`config.mk`:
```
export PLATFORM = sky130hd
export DESIGN_NAME = ser_to_par
export DESIGN_NICKNAME = d
export VERILOG_FILES = /design/src/rtl/ser_to_par_pkg.sv /design/src/rtl/s2p_out_buf.sv /design/src/rtl/ser_to_par.sv
export SDC_FILE = /design/constraint.sdc
export NUM_CORES = 1
export LEC_CHECK = 0
export ABC_AREA = 1
export CAP_MARGIN = 30
export CORE_AREA = 5 5 42 44
export CTS_BUF_LIST = sky130_fd_sc_hd__clkbuf_4
export DETAILED_ROUTE_END_ITERATION = 7
export DIE_AREA = 0 0 47 49
export PLACE_DENSITY = 0.65
export SLEW_MARGIN = 30
export SYNTH_ARGS = -nofsm -noshare
export SYNTH_HDL_FRONTEND = slang
export SYNTH_SLANG_ARGS = --single-unit
```
`constraint.sdc`:
```
create_clock -name clk -period 1.5 [get_ports clk]
set_clock_uncertainty 0.15 [all_clocks]
set_input_delay 0.3 -clock clk [delete_from_list [all_inputs] [get_ports clk]]
set_output_delay 0.3 -clock clk [all_outputs]
set_load 0.05 [all_outputs]
```
`src/rtl/ser_to_par_pkg.sv`:
```
// Shared types and constants for the serial-to-parallel converter.
package ser_to_par_pkg;

  localparam int S2P_DEFAULT_WIDTH = 4;

  typedef enum logic {
    IDLE  = 1'b0,
    SHIFT = 1'b1
  } s2p_state_e;

endpackage : ser_to_par_pkg

```
`src/rtl/s2p_out_buf.sv`:
```
// One-entry output holding register with valid/ready handshake and a sticky
// overrun flag that records completed words dropped while the entry is full.
module s2p_out_buf
  import ser_to_par_pkg::*;
#(
  parameter int WIDTH = S2P_DEFAULT_WIDTH
) (
  input  logic             clk,
  input  logic             rst,
  input  logic             load_i,
  input  logic [WIDTH-1:0] load_data_i,
  input  logic             dout_ready_i,
  input  logic             ovr_clr_i,
  output logic [WIDTH-1:0] dout_o,
  output logic             dout_valid_o,
  output logic             overrun_o
);

  logic [WIDTH-1:0] dout_q;
  logic [WIDTH-1:0] dout_d;
  logic             valid_q;
  logic             valid_d;
  logic             ovr_q;
  logic             ovr_d;
  logic             accept_s;

  assign accept_s = valid_q & dout_ready_i;

  // Next-state: an accept frees the entry on the same edge a new word may load.
  always_comb begin
    dout_d  = dout_q;
    valid_d = valid_q;
    if (ovr_clr_i) begin
      ovr_d = 1'b0;
    end else begin
      ovr_d = ovr_q;
    end
    if (load_i) begin
      if (!valid_q || accept_s) begin
        dout_d  = load_data_i;
        valid_d = 1'b1;
      end else begin
        ovr_d = 1'b1;
      end
    end else if (accept_s) begin
      valid_d = 1'b0;
    end else begin
      valid_d = valid_q;
    end
  end

  // Output state registers.
  always_ff @(posedge clk or negedge rst) begin
    if (!rst) begin
      dout_q  <= '0;
      valid_q <= 1'b0;
      ovr_q   <= 1'b0;
    end else begin
      dout_q  <= dout_d;
      valid_q <= valid_d;
      ovr_q   <= ovr_d;
    end
  end

  assign dout_o       = dout_q;
  assign dout_valid_o = valid_q;
  assign overrun_o    = ovr_q;

endmodule : s2p_out_buf

```
`src/rtl/ser_to_par.sv`:
```
// Serial-to-parallel converter: MSB-first bits with sof resync are assembled
// into WIDTH-bit words and handed to a one-entry valid/ready output buffer.
module ser_to_par
  import ser_to_par_pkg::*;
#(
  parameter int WIDTH = S2P_DEFAULT_WIDTH
) (
  input  logic             clk,
  input  logic             rst,
  input  logic             din,
  input  logic             din_valid,
  input  logic             sof,
  output logic [WIDTH-1:0] dout,
  output logic             dout_valid,
  input  logic             dout_ready,
  output logic             overrun,
  input  logic             ovr_clr
);

  localparam int CW = (WIDTH > 1) ? $clog2(WIDTH) : 1;
  localparam logic [CW-1:0] LAST = CW'(WIDTH - 1);

  s2p_state_e       state_q;
  logic [CW-1:0]    cnt_q;
  logic [WIDTH-1:0] shreg_q;
  logic [WIDTH-1:0] shift_in_s;
  logic [WIDTH-1:0] first_bit_s;
  logic             word_done_s;

  assign shift_in_s  = WIDTH'({shreg_q, din});
  assign first_bit_s = {{(WIDTH-1){1'b0}}, din};

  // A word completes on the WIDTH-th bit; sof restarts so it can never complete.
  assign word_done_s = din_valid & ~sof & (state_q == SHIFT) & (cnt_q == LAST);

  // Bit-assembly FSM: counter, shift register and state.
  always_ff @(posedge clk or negedge rst) begin
    if (!rst) begin
      state_q <= IDLE;
      cnt_q   <= '0;
      shreg_q <= '0;
    end else begin
      case (state_q)
        IDLE: begin
          if (din_valid) begin
            state_q <= SHIFT;
            cnt_q   <= CW'(1);
            shreg_q <= first_bit_s;
          end
        end
        SHIFT: begin
          if (din_valid) begin
            if (sof) begin
              state_q <= SHIFT;
              cnt_q   <= CW'(1);
              shreg_q <= first_bit_s;
            end else if (cnt_q == LAST) begin
              state_q <= IDLE;
              cnt_q   <= '0;
              shreg_q <= shift_in_s;
            end else begin
              state_q <= SHIFT;
              cnt_q   <= cnt_q + CW'(1);
              shreg_q <= shift_in_s;
            end
          end
        end
        default: begin
          state_q <= IDLE;
          cnt_q   <= '0;
          shreg_q <= '0;
        end
      endcase
    end
  end

  s2p_out_buf #(
    .WIDTH(WIDTH)
  ) u_out_buf (
    .clk          (clk),
    .rst          (rst),
    .load_i       (word_done_s),
    .load_data_i  (shift_in_s),
    .dout_ready_i (dout_ready),
    .ovr_clr_i    (ovr_clr),
    .dout_o       (dout),
    .dout_valid_o (dout_valid),
    .overrun_o    (overrun)
  );

endmodule : ser_to_par

```
==> results of run 1 <==
## cell families (layout without fill, tap and decap cells)
family | after synthesis | after routing | synth area share, %
buffers and inverters | 6 | 24 | 4.39
AO/OA/AOI/OAI | 3 | 3 | 3.42
adder cells (fa/ha/maj) | 1 | 1 | 2.44
AND/OR/NAND/NOR | 35 | 35 | 31.2
flip-flops | 12 | 12 | 58.5
## final timing paths
check                      cells past startpoint  slack, ns           startpoint                   to
min in group clk                               1       0.34             cnt_q[0]             cnt_q[0]
max in group asynchronous                      2       0.87                  rst  u_out_buf.dout_o[2]
min reg2reg                                    1       0.34             cnt_q[0]             cnt_q[0]
max reg2reg                                    6       0.31             cnt_q[0]  u_out_buf.dout_o[3]
max                                            1       0.20  u_out_buf.dout_o[1]              dout[1]
min                                            2       0.17                  rst  u_out_buf.dout_o[1]
## routing by layer
layer | vias to the layer above | global-route usage (%) | routed length, µm
li1 | 210 | - | -
met1 | 163 | 11.9 | 380
met2 | 11 | 15.2 | 445
met3 | 2 | 3.32 | 81
met4 | 0 | 5.53 | 10
met5 | - | 0 | 0
## synth_stat cells
library cell	instances
a21oi_1	2
nand3_1	4
o21bai_1	1
dfrtp_1	12
nand2_2	1
nand2_1	24
inv_1	6
nor2_1	3
nor2_4	2
ha_1	1
nand3_2	1
## sequential cells by signal, indices dropped and copies added, names as in the netlist
name	cells
u_out_buf.dout_o	4
shreg_q	3
cnt_q	2
state_q	1
u_out_buf.dout_valid_o	1
u_out_buf.overrun_o	1
## final cells by class
class,instances,area (µm²)
fill,133,647
clock inverter,1,3.75
tap,16,20.0
multi-input combinational,39,190
timing repair buffer,14,195
inverter,6,22.5
clock buffer,3,22.5
sequential,12,300
## per-stage QoR
stage	hold WS (ns)	setup TNS (ns)	worst slack, ns	power [µW]
after floorplan	-0.146	0	0.198	659
after global placement	0.317	0	0.00325	909
after detailed placement	0.316	-0.0504	-0.0165	916
after CTS	0.167	0	0.190	1120
after global routing	0.178	0	0.161	1160
final	0.168	0	0.201	1100
## report_power, final
part | internal (µW) | switching, µW | leakage [µW]
clock | 96.1 | 102 | 0.0000154
sequential | 386 | 60.9 | 0.000152
combinational | 216 | 239 | 0.000222
==> impl_metrics.tcl, run 1 <==
set metrics [dict create \
    status "complete, no violations" \
    drive_above_1_share_pct 20.0 \
    grtUsageTotal_pct 9.99 \
    most-common-layout-cells "24 x nand2_1, 12 x dfrtp_1, 6 x inv_1, 6 x clkdlybuf4s50_1, 6 x buf_12" \
    io_buffers 12 \
    synth-seq-cells 12 \
    dr_total_vias 386 \
    synth_top_area_cell "dfrtp_1" \
    n_antenna_cell 0 \
    ys_seq_area_share_pct 58.5 \
    ant_nets 0 \
    cp_slowest_cell "dfrtp_1" \
    cap_violations 0 \
    grt_max_degree 13 \
    crit_path_end_kind "output port" \
    max_slew_margin_pct 85.0 \
    drtIter0Drc 2 \
    final_cells 91 \
    htree_levels 1 \
    yosys_warnings 0 \
    power_density_mw_per_mm2 1460 \
    dieArea_mm2 0.00230 \
    final_area_um2 754 \
    place_area_um2 728 \
    via_per_inst 4.24 \
    io-pin-count 13 \
    row_count 14 \
    nets 84 \
    grt_pass1_wl_mm 1.61 \
    clock_latency_ns 0.27 \
    final_common_cell "nand2_1" \
    drc_errors 0 \
    gr-total-overflow 0 \
    clockBufferDepth 2 \
    critPathLaunchType "flip-flop" \
    path_cells "buf_12" \
    p_leak_uw 0.000389 \
    synth.avg_cell_area_um2 9.00 \
    path_class "reg2out" \
    tightestPinTransition_ns 0.224 \
    arrival_ns 0.85 \
    setup-violations-final 0 \
    start_util_pct 36.6 \
    cts_root_buffer "clkbuf_4" \
    cts_sinks 12 \
    cts_buffers 3 \
    core_mm2 0.00140 \
    syn_inst 57 \
    routabilityCongestion 0.764 \
    post-route-period-util_pct 86.6 \
    area_delta_synth_final_pct 47.1 \
    crit_required_ns 1.05 \
    postCtsSetupRepairBufs 0 \
    synth.distinct_cells 11 \
    hp-class "in2async" \
    die_w_um 47 \
    dr.pass1.iters 4 \
    crit_buf_inv 1 \
    grt_antenna_before_repair 0 \
    wl_per_cell_um 10.1 \
    period_minus_slack_ns 1.30 \
    ys_top_cells_by_area "dfrtp_1 59%, nand2_1 18%, inv_1 4.4%, nor2_4 4.4%, nand3_1 3.9%" \
    cts_tree "yes" \
    dpl.cell_count 87 \
    synth_top_area_share_pct 58.5 \
    critPathTopFamily "flip-flops" \
    die_h_um 49 \
    finalCoreUtilization_pct 53.8 \
    syn_nets 65 \
    timing.fmax_mhz 770 \
    path_max_fanout 2 \
    hold_buffers 0 \
    ir_drop_mv 0.752 \
    grt_pass1_vias 375 \
    syn-cell-area_um2 513 \
    hold_viol 0 \
    wirelength_um 918 \
    rsz0062_at_grt "false" \
    cts_resized 0 \
    hpwlAfterDp_um 745 \
    slew_violations 0 \
    cpPeakStageDelay_ns 0.42 \
    clk_pin_slew_ns 0.08 \
]
No activity file was read; power rests on OpenSTA's default activity.
==> run 2, diff against run 1 <==
--- a/config.mk
+++ b/config.mk
@@ -11,6 +11,7 @@
 export CTS_BUF_LIST = sky130_fd_sc_hd__clkbuf_4
 export DETAILED_ROUTE_END_ITERATION = 7
 export DIE_AREA = 0 0 47 49
+export GPL_ROUTABILITY_DRIVEN = 0
 export PLACE_DENSITY = 0.65
 export SLEW_MARGIN = 30
 export SYNTH_ARGS = -nofsm -noshare
==> results of run 2 <==
Final layout, timing and power as in run 1 (identical DEF).
==> run 3, diff against run 2 <==
--- a/config.mk
+++ b/config.mk
@@ -6,6 +6,7 @@
 export NUM_CORES = 1
 export LEC_CHECK = 0
 export ABC_AREA = 1
+export ABC_CLOCK_PERIOD_IN_PS = 1500
 export CAP_MARGIN = 30
 export CORE_AREA = 5 5 42 44
 export CTS_BUF_LIST = sky130_fd_sc_hd__clkbuf_4
==> results of run 3 <==
Final layout, timing and power as in run 1 (identical DEF).
